## config.mk

```make
export PLATFORM = sky130hd
export DESIGN_NAME = dbus_arbiter
export DESIGN_NICKNAME = d
export VERILOG_FILES = /design/src/rtl/dbus_arbiter.sv
export SDC_FILE = /design/constraint.sdc
export NUM_CORES = 1
export LEC_CHECK = 0
export ABC_AREA = 1
export BUFFER_PORTS_ARGS = -buffer_cell sky130_fd_sc_hd__buf_2
export CORE_AREA = 10 10 101 103
export CTS_CLUSTER_DIAMETER = 150
export CTS_CLUSTER_SIZE = 28
export DETAILED_ROUTE_END_ITERATION = 16
export DIE_AREA = 0 0 111 113
export PLACE_DENSITY = 0.57
export SKIP_CTS_REPAIR_TIMING = 1
export SLEW_MARGIN = 10
export SYNTH_ARGS = -nofsm -noshare
export SYNTH_HDL_FRONTEND = slang
export SYNTH_SLANG_ARGS = --single-unit
```

## constraint.sdc

```tcl
create_clock -name clk -period 3.6 [get_ports clk]
set_input_delay 0.72 -clock clk [delete_from_list [all_inputs] [get_ports clk]]
set_output_delay 0.72 -clock clk [all_outputs]
set_load 0.02 [all_outputs]
```

## src/rtl/dbus_arbiter.sv

```systemverilog
// dbus_arbiter: shares the data-side bus port between fetch (ibus) and memory-stage (dbus) requests
package dbus_arbiter_pkg;
    typedef logic [2:0] msize_t;
    localparam msize_t MSIZE4 = 3'd2;
    typedef struct packed {
        logic        valid;
        logic [31:0] addr;
    } ibus_req_t;
    typedef struct packed {
        logic        addr_ok;
        logic        data_ok;
        logic [31:0] data;
    } ibus_resp_t;
    typedef struct packed {
        logic        valid;
        logic [31:0] addr;
        msize_t      size;
        logic [3:0]  strobe;
        logic [31:0] data;
    } dbus_req_t;
    typedef struct packed {
        logic        addr_ok;
        logic        data_ok;
        logic [31:0] data;
    } dbus_resp_t;
endpackage

module dbus_arbiter
    import dbus_arbiter_pkg::*;
#(
    parameter bit ROUND_ROBIN = 1'b0
) (
    input  logic       clk,
    input  logic       resetn,
    input  ibus_req_t  ireq,
    output ibus_resp_t iresp,
    input  dbus_req_t  dreq,
    output dbus_resp_t dresp,
    output dbus_req_t  oreq,
    input  dbus_resp_t oresp
);
    localparam logic [1:0] IDLE = 2'd0, ADDR = 2'd1, DATA = 2'd2;
    logic [1:0] state, state_nx;
    logic       own, own_nx, last_win, last_win_nx;
    logic       both, win, sel, cur_valid, route;
    dbus_req_t  ireq_ext;
    // grant selection: winner in IDLE, locked owner otherwise (1 = memory stage)
    always_comb begin
        ireq_ext  = '{valid: ireq.valid, addr: ireq.addr, size: MSIZE4, strobe: 4'h0, data: 32'h0};
        both      = ireq.valid & dreq.valid;
        win       = both ? (ROUND_ROBIN ? ~last_win : 1'b1) : dreq.valid;
        sel       = (state == IDLE) ? win : own;
        cur_valid = (state == IDLE) ? (ireq.valid | dreq.valid) :
                    (state == ADDR) ? (own ? dreq.valid : ireq.valid) : 1'b0;
        route     = cur_valid | (state == DATA);
    end
    // request forwarding and response routing, all forced to zero while in reset
    always_comb begin
        oreq          = (resetn & cur_valid) ? (sel ? dreq : ireq_ext) : '0;
        iresp.addr_ok = resetn & route & ~sel & oresp.addr_ok;
        iresp.data_ok = resetn & route & ~sel & oresp.data_ok;
        iresp.data    = resetn ? oresp.data : 32'h0;
        dresp.addr_ok = resetn & route & sel & oresp.addr_ok;
        dresp.data_ok = resetn & route & sel & oresp.data_ok;
        dresp.data    = resetn ? oresp.data : 32'h0;
    end
    // next-state: hold the grant from issue until data_ok, drop it if the owner withdraws
    always_comb begin
        state_nx    = state;
        own_nx      = own;
        last_win_nx = last_win;
        if (state == IDLE) begin
            if (cur_valid) begin
                own_nx   = win;
                state_nx = oresp.addr_ok ? (oresp.data_ok ? IDLE : DATA) : ADDR;
            end
            if (both) last_win_nx = win;
        end else if (state == ADDR) begin
            state_nx = !cur_valid ? IDLE : oresp.addr_ok ? (oresp.data_ok ? IDLE : DATA) : ADDR;
        end else begin
            state_nx = oresp.data_ok ? IDLE : DATA;
        end
    end
    // state registers
    always_ff @(posedge clk or negedge resetn) begin
        if (!resetn) begin
            state    <= IDLE;
            own      <= 1'b0;
            last_win <= 1'b0;
        end else begin
            state    <= state_nx;
            own      <= own_nx;
            last_win <= last_win_nx;
        end
    end
endmodule
```

==> results of run 1 <==
-- Yosys cell counts --
cell type / count / share of area [%]
clkbuf_1: 4 / 0.98
dfrtp_1: 3 / 4.9
nor2_1: 46 / 11
nand3_1: 3 / 0.98
nand2_1: 141 / 35
inv_1: 38 / 9.3
nand2_2: 1 / 0.41
buf_2: 9 / 2.9
inv_6: 1 / 0.57
o21ai_0: 2 / 0.65
o21ai_1: 2 / 0.65
buf_4: 37 / 18
buf_6: 3 / 2.2
nor4_1: 1 / 0.41
nor3_1: 2 / 0.65
a21oi_1: 33 / 11
nand2_4: 1 / 0.73
-- final cells by class --
type,instances,share of cell area (%)
sequential,3,2.70
multi-input combinational,232,33.7
clock buffer,4,1.62
tap,105,4.73
antenna,1,0.0901
inverter,39,5.45
timing repair buffer,283,51.7
-- final timing paths --
path | slack, ns | cells after the start | start | endpoint
setup / recovery | 0.90 | 8 | dreq[71] | oreq[57]
hold / removal | 0.32 | 1 | resetn | state[1]
setup reg to reg | 2.44 | 4 | state[1] | own
hold reg to reg | 0.63 | 2 | state[0] | state[1]
max in group asynchronous | 2.76 | 2 | resetn | own
min in group clk | 0.63 | 2 | state[0] | state[1]
-- per-layer routing --
layer / wire (um) / vias to the layer above / GRT usage (%)
met5: 0 / - / 0
met4: 87 / 0 / 2.95
met3: 1160 / 6 / 6.23
met2: 4980 / 171 / 25.7
met1: 3810 / 1145 / 15.5
li1: - / 1408 / -
-- sequential cells by signal, summed over array words and instances, names as in the netlist --
| register | count |
|---|---|
| state | 2 |
| own | 1 |
-- cell families (layout without fill, tap and decap cells) --
kind of cell    after synthesis  after routing
other cells                   0              1
compound gates               37             37
flops                         3              3
buf+inv                      92            326
simple gates                195            195
-- power by group through the flow --
| stage | combinational, W | sequential, W | clock (W) |
|---|---|---|---|
| after floorplan | 0.000384 | 0.0000414 | 0 |
| after global placement | 0.000562 | 0.0000424 | 0 |
| after detailed placement | 0.000566 | 0.0000425 | 0 |
| after CTS | 0.000568 | 0.0000422 | 0.000101 |
| after global routing | 0.000616 | 0.0000429 | 0.000105 |
| final | 0.000555 | 0.0000422 | 0.0000987 |
-- metrics by stage --
step	area (um^2)	power, W	hold slack (ns)	utilization (%)	instances
after floorplan	1530	0.000425	0.424	-	327
after global placement	2730	0.000604	0.559	33.6	662
after detailed placement	2730	0.000608	0.552	33.6	662
after CTS	2780	0.000711	0.321	34.1	666
after global routing	2780	0.000764	0.323	34.1	666
final	2780	0.000696	0.323	34.1	667
==> reports/metrics.cfg, run 1 <==
[timing]
slew_headroom_pct = 68.8
min_period_ns = 2.70
worst_pin_slew_ns = 0.468
rsz0062_at_grt = no
final_hold_viol_count = 0
worst_slack_ns = 0.899
skew_ns = 0.00191
fmax_ghz = 0.370
setup_tns_ns = 0
setup_viol = 0
final.period_utilization_pct = 75.0
slew_viol_final = 0

[cells_and_area]
drive_gt1_share_pct = 51.5
nets = 703
area_growth_pct = 81.1
seqCellArea_um2 = 75.1
multi_input_area_um2 = 936
final_common_cell = buf_2
mostFrequentLayoutCells = buf_2, nand2_1, nor2_1
nFillCells = 932

[worst_hold_path]
hp-class = in -> async

[die]
die_h_um = 113
die_area_um2 = 12500
die_x_um = 111
coreArea_um2 = 8130
placementRows = 33
initial_core_util_pct = 18.9
io_pins = 281

[global_route]
grt_max_degree = 73
antenna_found_initial = 0
overflow = 0
gr-usage-all-layers_pct = 14.4
grt_pass1_wl_um = 15200
grt_pass1_vias = 2833

[cts]
clk_pin_slew_ns = 0.03
cts_sinks = 3
htreeDepth = 1
cts_made_buffers = 3
ctsLongestPathBuffers = 2
cts-root-buf = clkbuf_8
cts_tree = built
clock_latency_ns = 0.22

[synthesis]
ys_seq_elements = 3
synth.mux.area_fraction_pct = 0
yosys.area_share.simple_pct = 48.9
syn-mean-instance-area_um2 = 4.69
synth_warnings = 0
synth_cell_type_count = 17
syn_inst = 327
synth_top_family_by_area = simple AND/OR/NAND/NOR gates
synth-compound-area-share_pct = 12.1
synth.net_count = 468
synth-xor-area-share_pct = 0
syn_area_um2 = 1530
synth_fa_ha_area_share_pct = 0
synth-seq-area-share_pct = 4.89

[critical_path]
criticalPathCategory = in -> out
crit_slowest_cell = inv_6
arrival_ns = 1.98
crit_fanout = 71
crit_path_start_kind = input pin
worstPathCellList = buf_2, inv_1, nand2_1, nand2_4, inv_6, nand2_1, a21oi_1, buf_2
required_ns = 2.88
cp-end-kind = output port
critical_path.top_delay_family = buffers and inverters
slowest_delay_ns = 0.37
critical_path_buf_inv_count = 4

[detailed_routing]
drt_wl_total_um = 10000
drtIter0Drc = 214
drc = 0
postRouteAntennaNets = 0
drt-pass1-iter-count = 5
via_per_inst = 4.09
wl_per_cell_um = 15.1
vias = 2730

[power]
combPwrFrac_pct = 79.8
p_sw_w = 0.000395
power.internal_w = 0.000301
power.density_nw_per_um2 = 251
swShare_pct = 56.8
pwr-share-clk_pct = 14.2
max-vdd-ir-drop_mv = 0.163
p_leak_nw = 2.10
p_seq_share_pct = 6.1

[place]
dp_slack_ns = 0.844
gp_congestion = 0.841
portBuffers = 280
dp.final_hpwl_um = 8830

[run_status]
status = finished, final reports clean

[flow_run]
drv_cap = 0

No activity file was read; power rests on OpenSTA's default activity.
==> run 2, diff against run 1 <==
--- a/config.mk
+++ b/config.mk
@@ -7,12 +7,12 @@
 export LEC_CHECK = 0
 export ABC_AREA = 1
 export BUFFER_PORTS_ARGS = -buffer_cell sky130_fd_sc_hd__buf_2
-export CORE_AREA = 10 10 101 103
+export CORE_AREA = 10 10 102 104
 export CTS_CLUSTER_DIAMETER = 150
 export CTS_CLUSTER_SIZE = 28
 export DETAILED_ROUTE_END_ITERATION = 16
-export DIE_AREA = 0 0 111 113
-export PLACE_DENSITY = 0.57
+export DIE_AREA = 0 0 112 114
+export PLACE_DENSITY = 0.56
 export SKIP_CTS_REPAIR_TIMING = 1
 export SLEW_MARGIN = 10
 export SYNTH_ARGS = -nofsm -noshare
==> constraint.sdc (replaced) <==
create_clock -name clk -period 2.5 [get_ports clk]
set_input_delay 0.5 -clock clk [delete_from_list [all_inputs] [get_ports clk]]
set_output_delay 0.5 -clock clk [all_outputs]
set_load 0.02 [all_outputs]
==> run 2 against run 1 <==
Final cell count is 0.60% higher. Sequential share of layout area hardly changed. Clock power is 41% higher. Critical path type is now reg -> out.
==> reports/metrics.cfg, run 2 (synthesis gave the netlist of run 1 again) <==
[timing]
rsz0062_at_grt = no
min_period_ns = 2.26
setup_tns_ns = 0
final.period_utilization_pct = 90.4
slew_viol_final = 0
skew_ns = 0.000674
worst_pin_slew_ns = 0.310
setup_viol = 0
final_hold_viol_count = 0
fmax_ghz = 0.442
slew_headroom_pct = 79.3

[cts]
clock_latency_ns = 0.21
ctsLongestPathBuffers = 2
cts_tree = built
htreeDepth = 1
clk_pin_slew_ns = 0.03
cts-root-buf = clkbuf_8
cts_sinks = 3
cts_made_buffers = 3

[global_route]
grt_pass1_vias = 2820
antenna_found_initial = 0
gr-usage-all-layers_pct = 12.7
overflow = 0
grt_pass1_wl_um = 13900
grt_max_degree = 73

[detailed_routing]
wl_per_cell_um = 13.8
drtIter0Drc = 242
vias = 2678
via_per_inst = 3.99
drc = 0
drt-pass1-iter-count = 4
postRouteAntennaNets = 0
drt_wl_total_um = 9250

[die]
die_area_um2 = 12800
initial_core_util_pct = 18.1
io_pins = 281
die_x_um = 112
placementRows = 34
die_h_um = 114
coreArea_um2 = 8470

[cells_and_area]
antenna_cells = 0
largest_reg_flops = 2
top_register = state
nets = 705
reg.largest.list = state (2), own (1)
fin_cells = 671
final_common_cell = buf_2
drive_gt1_share_pct = 51.7
mostFrequentLayoutCells = buf_2, nand2_1, nor2_1
nFillCells = 960
area_growth_pct = 83.2

[critical_path]
required_ns = 2.00
cp-end-kind = output port
setup.worst_path.start = state[1]
arrival_ns = 1.76
crit_fanout = 44
worst-r2r-setup-slack_ns = 1.14
crit_path_start_kind = register
timing.rr.start = state[1]
criticalPathCategory = reg -> out

[worst_hold_path]
hp-class = in -> async

[run_status]
status = finished, final reports clean

[place]
portBuffers = 280
gp_congestion = 0.797
dp.final_hpwl_um = 7990
dp_cells = 667

[power]
p_leak_nw = 2.12
max-vdd-ir-drop_mv = 0.265
power.density_nw_per_um2 = 361

[flow_run]
drv_cap = 0

==> run 2: critical path, stage by stage (launching register included) <==
cell     delay [ns]
dfrtp_1        0.43
o21ai_1        0.24
nand2_4        0.10
inv_6          0.16
buf_12         0.22
nand2_1        0.10
nor2_1         0.10
buf_2          0.17
==> run 2: final timing paths <==
| kind | end | cells after the start |
|---|---|---|
| worst max-delay path | oreq[0] | 7 |
| worst min-delay path | state[0] | 1 |
| worst max register to register | own | 5 |
| worst min register to register | own | 2 |
| min in group clk | state[0] | 2 |
| max in group asynchronous | own | 2 |
==> run 2: power by group <==
| group | switching, W | internal (W) | total [W] |
|---|---|---|---|
| Combinational | 0.000532 | 0.000285 | 0.000816 |
| Sequential | 0.00000579 | 0.0000547 | 0.0000605 |
| Clock | 0.0000299 | 0.000109 | 0.000139 |
| Total | 0.000568 | 0.000448 | 0.00102 |
==> run 2: per-stage QoR <==
stage	worst slack [ns]	power (W)	utilization (%)	hold WS [ns]	area, um^2
3_5_place_dp	0.345	0.000882	32.6	0.323	2760
3_3_place_gp	0.371	0.000877	32.6	0.319	2760
6_report	0.240	0.00102	33.2	0.102	2810
4_1_cts	0.188	0.00103	33.2	0.0969	2810
5_1_grt	0.0218	0.00111	33.2	0.0984	2810
2_1_floorplan	0.579	0.000613	-	0.204	1530
==> run 2: area by class of cell <==
type / count / area [um^2] / area share, %
Timing Repair Buffer: 285 / 1470 / 52.2
Multi-Input combinational cell: 232 / 936 / 33.3
Inverter: 39 / 151 / 5.39
Tap cell: 108 / 135 / 4.81
Sequential cell: 3 / 75.1 / 2.67
Clock buffer: 4 / 45.0 / 1.60
==> run 2: metal layers <==
metal | GRT usage, % | part of all wire, %
met5 | 0 | 0
met4 | 3.13 | 1.1
met3 | 5.14 | 11
met2 | 23.2 | 52
met1 | 13.2 | 36
